### src/rtl/demux_pkg.sv
`default_nettype none
// ============================================================================
// Module      : demux_pkg
// Description : Shared types and constants for the 1-to-4 demux sequencer
//               and anything that drives or observes the demux stage.
// Revision    : 1.0 - initial release
// ============================================================================
package demux_pkg;

  // Demux select width and number of output slots
  localparam int ADDR_W    = 2;
  localparam int NUM_SLOTS = 4;

  // Index of the final slot in a frame
  localparam logic [ADDR_W-1:0] c_LAST_SLOT = ADDR_W'(NUM_SLOTS - 1);

  // Sequencer state encoding; code 2'd3 is unused and recovers to IDLE
  typedef enum logic [1:0] {
    ST_IDLE = 2'd0,
    ST_SEND = 2'd1,
    ST_DONE = 2'd2
  } state_t;

endpackage : demux_pkg
`default_nettype wire

### src/rtl/slot_timer.sv
`default_nettype none
// ============================================================================
// Module      : slot_timer
// Description : Free-running modulo-TICK_DIV counter with synchronous clear.
//               o_tc is high on the last cycle of each slot.
// Revision    : 1.0 - initial release
// ============================================================================
module slot_timer #(
  parameter int TICK_DIV = 4
) (
  input  logic i_clk,
  input  logic i_reset,
  input  logic i_clr,
  output logic o_tc
);

  // Counter width, never narrower than one bit so TICK_DIV=1 still builds
  localparam int CNT_W = (TICK_DIV > 1) ? $clog2(TICK_DIV) : 1;
  localparam logic [CNT_W-1:0] c_TC_VAL = CNT_W'(TICK_DIV - 1);

  logic [CNT_W-1:0] r_cnt;
  logic             w_tc;

  assign w_tc = (r_cnt == c_TC_VAL);
  assign o_tc = w_tc;

  // Count up each cycle, wrapping at terminal count; clear holds it at zero
  always_ff @(posedge i_clk) begin
    if (i_reset) begin
      r_cnt <= '0;
    end else if (i_clr || w_tc) begin
      r_cnt <= '0;
    end else begin
      r_cnt <= r_cnt + CNT_W'(1);
    end
  end

endmodule : slot_timer
`default_nettype wire

### src/rtl/demux_sequencer.sv
`default_nettype none
// ============================================================================
// Module      : demux_sequencer
// Description : Latches a 4-bit word and walks the demux address 0..3,
//               presenting word[addr] on o_data for TICK_DIV clocks per slot.
//               Busy/done handshake with optional back-to-back auto-repeat.
// Revision    : 1.0 - initial release
// ============================================================================
module demux_sequencer #(
  parameter int TICK_DIV = 4
) (
  input  logic       i_clk,
  input  logic       i_reset,
  input  logic       i_start,
  input  logic       i_repeat,
  input  logic [3:0] i_word_in,
  output logic       o_data,
  output logic [1:0] o_addr,
  output logic       o_busy,
  output logic       o_done
);

  import demux_pkg::*;

  state_t            r_state, w_state_nxt;
  logic [3:0]        r_wreg,  w_wreg_nxt;
  logic              r_rpt,   w_rpt_nxt;
  logic [ADDR_W-1:0] r_addr,  w_addr_nxt;
  logic              r_data,  w_data_nxt;
  logic              r_busy,  w_busy_nxt;
  logic              r_done,  w_done_nxt;
  logic [ADDR_W-1:0] w_addr_inc;
  logic              w_tc;
  logic              w_tmr_clr;

  assign w_addr_inc = r_addr + ADDR_W'(1);

  // The slot counter only runs while a frame is being sent, so every frame
  // (including an auto-repeat one) starts from a fresh count of zero.
  assign w_tmr_clr = (r_state != ST_SEND);

  slot_timer #(
    .TICK_DIV (TICK_DIV)
  ) u_slot_timer (
    .i_clk   (i_clk),
    .i_reset (i_reset),
    .i_clr   (w_tmr_clr),
    .o_tc    (w_tc)
  );

  // Next-state and next-output decode; outputs are registered below
  always_comb begin
    w_state_nxt = r_state;
    w_wreg_nxt  = r_wreg;
    w_rpt_nxt   = r_rpt;
    w_addr_nxt  = r_addr;
    w_data_nxt  = r_data;
    w_busy_nxt  = r_busy;
    w_done_nxt  = 1'b0;

    case (r_state)
      ST_IDLE: begin
        w_addr_nxt = '0;
        w_data_nxt = 1'b0;
        w_busy_nxt = 1'b0;
        if (i_start) begin
          w_state_nxt = ST_SEND;
          w_wreg_nxt  = i_word_in;
          w_data_nxt  = i_word_in[0];
          w_busy_nxt  = 1'b1;
        end
      end

      ST_SEND: begin
        if (w_tc) begin
          if (r_addr == c_LAST_SLOT) begin
            // Leaving slot 3: capture the repeat decision and, if repeating,
            // the next word at this same edge.
            w_state_nxt = ST_DONE;
            w_rpt_nxt   = i_repeat;
            if (i_repeat) begin
              w_wreg_nxt = i_word_in;
            end
            w_addr_nxt  = '0;
            w_data_nxt  = 1'b0;
            w_busy_nxt  = 1'b0;
            w_done_nxt  = 1'b1;
          end else begin
            w_addr_nxt = w_addr_inc;
            w_data_nxt = r_wreg[w_addr_inc];
          end
        end
      end

      ST_DONE: begin
        if (r_rpt) begin
          w_state_nxt = ST_SEND;
          w_addr_nxt  = '0;
          w_data_nxt  = r_wreg[0];
          w_busy_nxt  = 1'b1;
        end else begin
          w_state_nxt = ST_IDLE;
          w_addr_nxt  = '0;
          w_data_nxt  = 1'b0;
          w_busy_nxt  = 1'b0;
        end
      end

      default: begin
        w_state_nxt = ST_IDLE;
        w_addr_nxt  = '0;
        w_data_nxt  = 1'b0;
        w_busy_nxt  = 1'b0;
      end
    endcase
  end

  // State, word and output registers
  always_ff @(posedge i_clk) begin
    if (i_reset) begin
      r_state <= ST_IDLE;
      r_wreg  <= '0;
      r_rpt   <= 1'b0;
      r_addr  <= '0;
      r_data  <= 1'b0;
      r_busy  <= 1'b0;
      r_done  <= 1'b0;
    end else begin
      r_state <= w_state_nxt;
      r_wreg  <= w_wreg_nxt;
      r_rpt   <= w_rpt_nxt;
      r_addr  <= w_addr_nxt;
      r_data  <= w_data_nxt;
      r_busy  <= w_busy_nxt;
      r_done  <= w_done_nxt;
    end
  end

  assign o_data = r_data;
  assign o_addr = r_addr;
  assign o_busy = r_busy;
  assign o_done = r_done;

endmodule : demux_sequencer
`default_nettype wire

### config.mk
export PLATFORM = sky130hd
export DESIGN_NAME = demux_sequencer
export DESIGN_NICKNAME = d
export VERILOG_FILES = /design/src/rtl/demux_pkg.sv /design/src/rtl/slot_timer.sv /design/src/rtl/demux_sequencer.sv
export SDC_FILE = /design/constraint.sdc
export NUM_CORES = 1
export LEC_CHECK = 0
export CAP_MARGIN = 20
export CORE_UTILIZATION = 50
export CTS_BUF_LIST = sky130_fd_sc_hd__clkbuf_2
export DETAILED_ROUTE_END_ITERATION = 7
export PLACE_DENSITY = 0.8
export SLEW_MARGIN = 10
export SYNTH_ARGS = -nofsm -noshare
export SYNTH_HDL_FRONTEND = slang
export SYNTH_HIERARCHICAL = 1
export SYNTH_SLANG_ARGS = --single-unit
### constraint.sdc
create_clock -name i_clk -period 1.83 [get_ports i_clk]
set_input_delay 0.183 -clock i_clk [delete_from_list [all_inputs] [get_ports i_clk]]
set_output_delay 0.183 -clock i_clk [all_outputs]
set_load 0.05 [all_outputs]
-- Yosys cells after proc, flatten, opt, wreduce, memory -nomap -nowiden
Cells that the tools add are included.
- add/subtract/negate cells: 2
- $lt $le $gt $ge: 1
- eq/ne operators: 9
- muxes and demuxes: 24
- bitwise operators: 2
- reductions and logical operators: 10
- operator list (cell ; count):
    two-way mux 4 bit ; 4
    two-way mux 1 bit ; 11
    two-way mux 2 bit ; 4
    one-hot mux 4 bit (2 select lines) ; 1
    == test 2 bit (second input constant) ; 3
    inequality test 2 bit (second input constant) ; 3
    one-hot mux 1 bit (3 select lines) ; 2
    one-hot mux 2 bit (3 select lines) ; 1
    AND reduction 3 bit ; 2
    AND reduction 5 bit ; 1
    adder 2 x 1 -> 2 bit (second input constant) ; 2
    inequality test 2 x 1 -> 1 bit (second input constant) ; 2
    OR reduction 2 bit ; 2
    < comparator 2 x 3 -> 1 bit (second input constant) ; 1
    OR reduction 3 bit ; 1
    binary-select mux 1 bit (select 2 bit) ; 1
    == test 2 x 1 -> 1 bit (second input constant) ; 1
    logical NOT 2 bit ; 1
    inverter 1 bit ; 2
    AND reduction 2 bit ; 1
    nonzero test 2 bit ; 1
    logical OR 1 bit ; 1
- register bits: 14
- output and inout bits: 5
- logic and storage cells: 56

-- Longest topological paths before layout
Gate-level depths: netlist (run 1).
- word-level depth: 6
- gate-level depth with buffers: 5
- gate-level depth less buffers: 4

-- Cells and area by module
The synthesis (run 1) kept the hierarchy.
- by module, submodules not included (module ; instances ; cells an instance ; area an instance (um2) ; seq. area each (um2)):
    demux_sequencer ; 1 ; 60 ; 610.6 ; 240.2
    slot_timer ; 1 ; 5 ; 80.1 ; 40.0

-- Worst setup path after synthesis (run 1)
OpenSTA, ideal clock, no wires.
- kind: reg-to-reg
- start point: reg r_addr[0], in the netlist o_addr[0]
- end point: reg r_data, in the netlist o_data
- arrival time: 1.519 ns
- required time: 1.695 ns
- slack: 0.176 ns
- cell stages (with the launch flop): 5
- buffers on the path: 0
- path through: dfxtp_1 ha_1 mux4_2 a21oi_1 a2111oi_2
- word-level cells in the longest chain between the ends: 6
- ends and longest elaborated chain (item ; RTL line ; text):
    from (decl) ; demux_sequencer.sv:28 ; logic [ADDR_W-1:0] r_addr, w_addr_nxt;
    from (signal assigned) ; demux_sequencer.sv:132 ; r_addr <= w_addr_nxt;
    adder 2 x 1 -> 2 bit ; demux_sequencer.sv:36 ; assign w_addr_inc = r_addr + ADDR_W'(1);
    binary-select mux 1 bit (select 2 bit) ; demux_sequencer.sv:90 ; w_data_nxt = r_wreg[w_addr_inc];
    two-way mux 1 bit (implied by the code) ; demux_sequencer.sv:90 ;
    two-way mux 1 bit (*) ; demux_sequencer.sv:76 ; if (r_addr == c_LAST_SLOT) begin
    two-way mux 1 bit (*) ; demux_sequencer.sv:75 ; if (w_tc) begin
    one-hot mux 1 bit (3 select lines) (*) ; demux_sequencer.sv:61 ; case (r_state)
    to (signal assigned) ; demux_sequencer.sv:133 ; r_data <= w_data_nxt;
    to (decl) ; demux_sequencer.sv:29 ; logic r_data, w_data_nxt;
Every way passes the cells marked *; elsewhere a longest branch is shown, timed or not. The select of a mux whose other input is x is not followed.
A chain may end at the register's enable or synchronous reset.

-- Worst setup path after layout (run 1)
- start point: reg r_addr[0], in the netlist o_addr[0]
- end point: out o_addr[0]
- RTL lines (item ; RTL line ; text):
    to (decl) ; demux_sequencer.sv:18 ; output logic [1:0] o_addr,
No word-level cell between the ends.

==> results of run 1 <==
==> cells in the final DEF (no fill, tap or decap) <==
cell type	synthesis	layout
a211oi_1	1	1
nand4_2	1	1
mux4_2	1	1
buf_4	1	1
nor4_2	1	1
clkinv_1	0	1
nand2b_1	9	9
inv_1	1	1
or2_2	1	1
nor2_1	7	7
nor2b_1	1	1
a311oi_1	2	2
a21oi_1	1	1
o21bai_1	1	1
mux2i_1	7	7
a2111oi_2	1	1
nor3_1	2	2
a21boi_0	1	1
ha_1	2	2
and3b_1	1	1
nand2b_4	1	1
a21oi_4	1	1
clkbuf_2	0	3
nor4b_2	1	1
clkdlybuf4s50_1	0	12
dfxtp_1	14	14
nand4b_1	1	1
nand2_1	2	2
==> routing by layer <==
layer / wire length (µm) / part of all wire [%] / up-vias / track usage [%]
met4: 10 / 0.89 / 0 / 7.759
li1: - / - / 256 / -
met3: 41 / 3.6 / 2 / 3.468
met1: 606 / 54 / 232 / 24.04
met5: 0 / 0 / - / 0
met2: 470 / 42 / 11 / 22.92
==> flip-flops by register name (all words and copies together) (netlist names) <==
name,flops
o_done,1
u_slot_timer/r_cnt,2
r_wreg,4
r_rpt,1
o_busy,1
o_data,1
r_state,2
o_addr,2
==> per-stage QoR <==
step | hold WS, ps | instances | worst slack [ps] | area, µm²
global route | 459.2 | 93 | 42.01 | 827.0
detailed placement | 432.2 | 89 | 357.8 | 808.3
finish | 446.6 | 93 | 108.2 | 827.0
CTS | 451.2 | 93 | 89.32 | 827.0
floorplan | 256.4 | 65 | 176.2 | 690.7
global placement | 414.8 | 89 | 411.9 | 808.3
==> power breakdown <==
part	total (µW)	switching [µW]	internal (µW)	leakage [µW]
sequential	331	12.9	318	0.000114
combinational	83.4	38.0	45.4	0.000173
clock	143	95.3	47.5	0.0000140
==> how the worst max path moves through the flow <==
stage / startpoint / to / slack (ps)
floorplan: o_addr[0]$_SDFFE_PP0P_ / o_data$_SDFFE_PP0P_ / 180
detailed placement: u_slot_timer/r_cnt[0]$_SDFF_PP0_ / r_wreg[1]$_SDFFE_PP0P_ / 360
CTS: o_addr[0]$_SDFFE_PP0P_ / o_addr[0] / 90
finish: o_addr[0]$_SDFFE_PP0P_ / o_addr[0] / 110
global placement: o_addr[0]$_SDFFE_PP0P_ / o_addr[0] / 410
global route: o_addr[0]$_SDFFE_PP0P_ / o_addr[0] / 40
==> logic make-up after synthesis <==
logic type | Yosys count
AND/OR/NAND/NOR | 28
flip-flops | 14
AO/OA/AOI/OAI | 8
multiplexers | 8
buffers and inverters | 5
adder cells (fa/ha/maj) | 2
==> layout make-up <==
| class | count | area (µm²) |
|---|---|---|
| Inverter | 1 | 3.754 |
| Clock inverter | 1 | 3.754 |
| Fill cell | 103 | 457.9 |
| Timing Repair Buffer | 13 | 127.6 |
| Tap cell | 15 | 18.77 |
| Clock buffer | 3 | 15.01 |
| Multi-Input combinational cell | 46 | 377.9 |
| Sequential cell | 14 | 280.3 |
==> reports/qor.yml, run 1 <==
die:
  io_pins: 13
  core-area_um2: 1285
  dieWidth_um: 39.17
  die_h_um: 39.17
  start_util_pct: 53.75
  dieArea_um2: 1534
  num_rows: 13
global_routing:
  grt_first_pass_wirelength_um: 1759
  grt.total_usage_pct: 16.63
  grt_max_degree: 12
  grt_pass1_vias: 422
  grt_overflow: 0
  antenna_found_initial: 0
min_path:
  holdPathEnd: "u_slot_timer/r_cnt[0]$_SDFF_PP0_"
  hold_class: "flop to flop"
  min_path_cells: 1
  min_from: "u_slot_timer/r_cnt[0]$_SDFF_PP0_"
worst_setup_path:
  cp.arrival_ps: 1540
  reg2reg_from: "u_slot_timer/r_cnt[0]$_SDFF_PP0_"
  worst-path-stages: 1
  end_kind: "output port"
  crit_type: "flop to output port"
  r2r-end: "r_wreg[2]$_SDFFE_PP0P_"
  r2r_cells: 4
  path_buf_inv: 1
  slowest_stage: "clkdlybuf4s50_1"
  crit_required_ps: 1650
  crit_fanout: 5
  slowest_delay_ps: 830
  critPathLaunchType: "flop"
  r2r_slack_ps: 320
  path_delay_family: "buffers and inverters"
  path_cells: "clkdlybuf4s50_1"
pwr:
  power_density_nw_per_um2: 673.2
  total_power_uw: 556.8
  peakVddDrop_mv: 0.3354
  p_leak_uw: 0.0003018
cts:
  clk_latency_ps: 260
  h-tree-depth: 1
  clockRootBuffer: "clkbuf_2"
  cts.sinks: 14
  cts.repair.resized: 0
  cts_tree: "yes"
  cts_setup_buffers: 0
  cts_made_buffers: 3
  clockBufferDepth: 2
  postCtsHoldBufs: 0
  clk_pin_slew_worst_paths_ps: 140
synthesis:
  synthMostInstantiatedCell: "dfxtp_1"
  synth_top_family_by_area: "simple AND/OR/NAND/NOR gates"
  synthAdderAreaFrac_pct: 3.623
  yosys.area.top_type: "dfxtp_1"
  yosys_warnings: 6
  synth_seq_cells: 14
  ys_seq_area_share_pct: 40.58
  synthFlopType: "dfxtp_1"
  synth-compound-area-share_pct: 11.05
  netlist_area_um2: 690.7
  netlist_instances: 65
  yosysTopAreaCellShare_pct: 40.58
  ys_types: 27
  synth_nets: 75
  synthMuxAreaShare_pct: 13.41
  async_reset_ff_share_pct: 0
  yosys.area_share.simple_pct: 26.63
  ys_top_cells_by_area: "dfxtp_1, mux2i_1, nand2b_1, nor2_1, ha_1"
  synth_edf_count: 0
  yosys.area_share.xor_xnor_pct: 0
  synthTopCellsByCount: "dfxtp_1, nand2b_1, mux2i_1, nor2_1"
  avgSynthCellArea_um2: 10.63
cells_and_area:
  drive_gt1_share_pct: 15.38
  final_core_util_pct: 64.36
  syn2layout_area_growth_pct: 19.75
  n_antenna_cell: 0
  nNetsFinal: 89
placed_design:
  dp.final_hpwl_um: 822.5
  port_buffers: 12
  gp_congestion: 0.6921
outcome:
  status: "complete, no violations"
sta:
  hold_viol_final: 0
  relSlewSlack_pct: 66.95
  min_period_ps: 1722
  max_slew.worst_pin.slew_ps: 494.1
  finalSetupViolCount: 0
  finalCritPeriodShare_pct: 94.09
  clock-skew-final_ps: 5.730
  rsz0062_at_grt: "no"
  final_max_slew_viol_count: 0
  fin_setup_tns_ps: 0
  max_freq_mhz: 580.8
drt:
  dr.pass1.iters: 2
  drt_wl_total_um: 1129
  wire_per_inst_um: 12.14
  viasPerCell: 5.387
  drt_iter0_drc: 5
  route.detailed.drc: 0
  vias: 501
  antenna_left: 0
flow_run:
  maxCapViolations: 0
Note: power is estimated with default switching activity, not from simulation.
==> inputs of run 2 (changes only) <==
CORE_UTILIZATION = 41   (was 50)
PLACE_DENSITY = 0.65   (was 0.8)
==> run 2 against run 1 <==
Sequential power about the same. Design area up 0.45%. Register-to-register slack got worse by 50 ps. Sequential cell count did not move. Count of clock-buffer cells in the layout is the same. Critical path type unchanged. Critical endpoint is now o_addr[1]. Largest cell class unchanged. Highest routed layer unchanged.
==> reports/qor.yml, run 2 (synthesis gave the netlist of run 1 again) <==
worst_setup_path:
  r2r_cells: 4  # unchanged
  reg2reg_from: "u_slot_timer/r_cnt[0]$_SDFF_PP0_"
  critPathLaunchType: "flop"
  crit_required_ps: 1650  # about the same
  slowest_delay_ps: 810  # -20 ps
  path_delay_family: "buffers and inverters"
  r2r_slack_ps: 270  # -50 ps
  cp.arrival_ps: 1480  # -60 ps
  crit_type: "flop to output port"
  slowest_stage: "clkdlybuf4s50_1"
  end_kind: "output port"
  path_cells: "clkdlybuf4s50_1"
  path_buf_inv: 1  # unchanged
  r2r-end: "r_wreg[0]$_SDFFE_PP0P_"
  worst-path-stages: 1  # unchanged
  crit_fanout: 3  # -2
global_routing:
  antenna_found_initial: 0  # unchanged
  grt.total_usage_pct: 17.53  # +0.90 points
  grt_max_degree: 12  # unchanged
  grt_pass1_vias: 517  # +23%
  grt_first_pass_wirelength_um: 2263  # +29%
  grt_overflow: 0  # unchanged
sta:
  clock-skew-final_ps: 0.9651  # -4.765 ps
  whs_ps: 441.1  # -5.522 ps
  max_freq_mhz: 599.5  # +3.2%
  setup_slack_ps: 162.0  # +53.78 ps
  finalCritPeriodShare_pct: 91.15  # -2.9 points
  min_period_ps: 1668  # -53.78 ps
  fin_setup_tns_ps: 0  # unchanged
  final_max_slew_viol_count: 0  # unchanged
  hold_viol_final: 0  # unchanged
  finalSetupViolCount: 0  # unchanged
  rsz0062_at_grt: "no"
  max_slew.worst_pin.slew_ps: 492.8  # -1.388 ps
  relSlewSlack_pct: 67.05  # +0.093 points
cells_and_area:
  final_core_util_pct: 53.90  # -10 points
  n_antenna_cell: 0  # unchanged
  mostFrequentLayoutCell: "dfxtp_1"
  drive_gt1_share_pct: 15.38  # unchanged
  syn2layout_area_growth_pct: 20.29
  final_cell_mix: "dfxtp_1, clkdlybuf4s50_1, nand2b_1"
  fillerInstances: 144  # +40%
  top_register: "r_wreg"
  nNetsFinal: 89  # unchanged
  largest_register_ffs: 4  # unchanged
pwr:
  peakVddDrop_mv: 0.3270  # -2.5%
  power_density_nw_per_um2: 681.1  # +1.2%
  p_leak_uw: 0.0003205  # +6.2%
placed_design:
  dp.final_hpwl_um: 987  # +20%
  port_buffers: 12  # unchanged
  post-place-ws_ps: 292.5  # -65.35 ps
  gp_congestion: 0.7449  # +7.6%
die:
  die_h_um: 43.05  # +9.9%
  core-area_um2: 1541  # +20%
  io_pins: 13  # unchanged
  dieArea_um2: 1853  # +21%
  dieWidth_um: 43.05  # +9.9%
  start_util_pct: 44.81  # -8.9 points
  num_rows: 14  # +1
cts:
  cts_setup_buffers: 0  # unchanged
  cts.sinks: 14  # unchanged
  cts_tree: "yes"
  clockRootBuffer: "clkbuf_2"
  clk_latency_ps: 290  # +30 ps
  postCtsHoldBufs: 0  # unchanged
  clk_pin_slew_worst_paths_ps: 130  # about the same
  h-tree-depth: 1  # unchanged
  cts_made_buffers: 3  # unchanged
  clockBufferDepth: 2  # unchanged
  cts.repair.resized: 0  # unchanged
drt:
  drt_iter0_drc: 7  # +2
  drt_wl_total_um: 1311  # +16%
  vias: 515  # +2.8%
  dr.pass1.iters: 4  # +2
  wire_per_inst_um: 13.95  # +15%
  antenna_left: 0  # unchanged
  viasPerCell: 5.479  # +1.7%
  route.detailed.drc: 0  # unchanged
min_path:
  min_from: "i_word_in[1]"
  min_path_cells: 3  # +2
  hold_class: "primary input to flop"
  holdPathEnd: "r_wreg[1]$_SDFFE_PP0P_"
flow_run:
  maxCapViolations: 0  # unchanged
outcome:
  status: "complete, no violations"
==> run 2: cell types whose count changed in the layout (fill, tap and decap cells not counted) <==
cell / previous run / this run
clkdlybuf4s50_1: 12 / 11
dlymetal6s2s_1: 0 / 1
==> run 2: through the flow <==
step                      std cells  power (µW)  area (µm²)
after global routing             94       601.9       830.8
after CTS                        94       576.3       828.3
after floorplan                  65       390.5       690.7
final                            94       565.8       830.8
after global placement           90       420.8       809.5
after detailed placement         90       422.3       809.5
==> run 2: report_power, final <==
| part | switching (µW) | internal [µW] | total (µW) |
|---|---|---|---|
| Combinational | 38.6 | 45.4 | 84.0 |
| Sequential | 13.0 | 318 | 331 |
| Clock | 104 | 47.4 | 151 |
==> run 2: area by class of cell <==
cell class	count	area (µm²)	area share, %
sequential	14	280.3	33.73
clock inverter	1	3.754	0.4518
inverter	1	3.754	0.4518
tap	16	20.02	2.410
clock buffer	3	15.01	1.807
timing repair buffer	13	130.1	15.66
multi-input combinational	46	377.9	45.48
==> run 2: worst max path at each step <==
stage                                                 from                endpoint  slack, ps
after floorplan                     o_addr[0]$_SDFFE_PP0P_     o_data$_SDFFE_PP0P_        180
after detailed placement  u_slot_timer/r_cnt[0]$_SDFF_PP0_  r_wreg[0]$_SDFFE_PP0P_        290
after global routing                o_addr[1]$_SDFFE_PP0P_               o_addr[1]         80
final                               o_addr[1]$_SDFFE_PP0P_               o_addr[1]        160
after CTS                           o_addr[0]$_SDFFE_PP0P_               o_addr[0]         30
after global placement              o_addr[0]$_SDFFE_PP0P_               o_addr[0]        400
==> run 2: routing by layer <==
layer	up-vias	track usage [%]	share of wire (%)
met1	243	21.52	46
li1	255	-	-
met3	4	7.660	6.0
met2	13	25.76	45
met4	0	9.091	2.7
met5	-	0	0
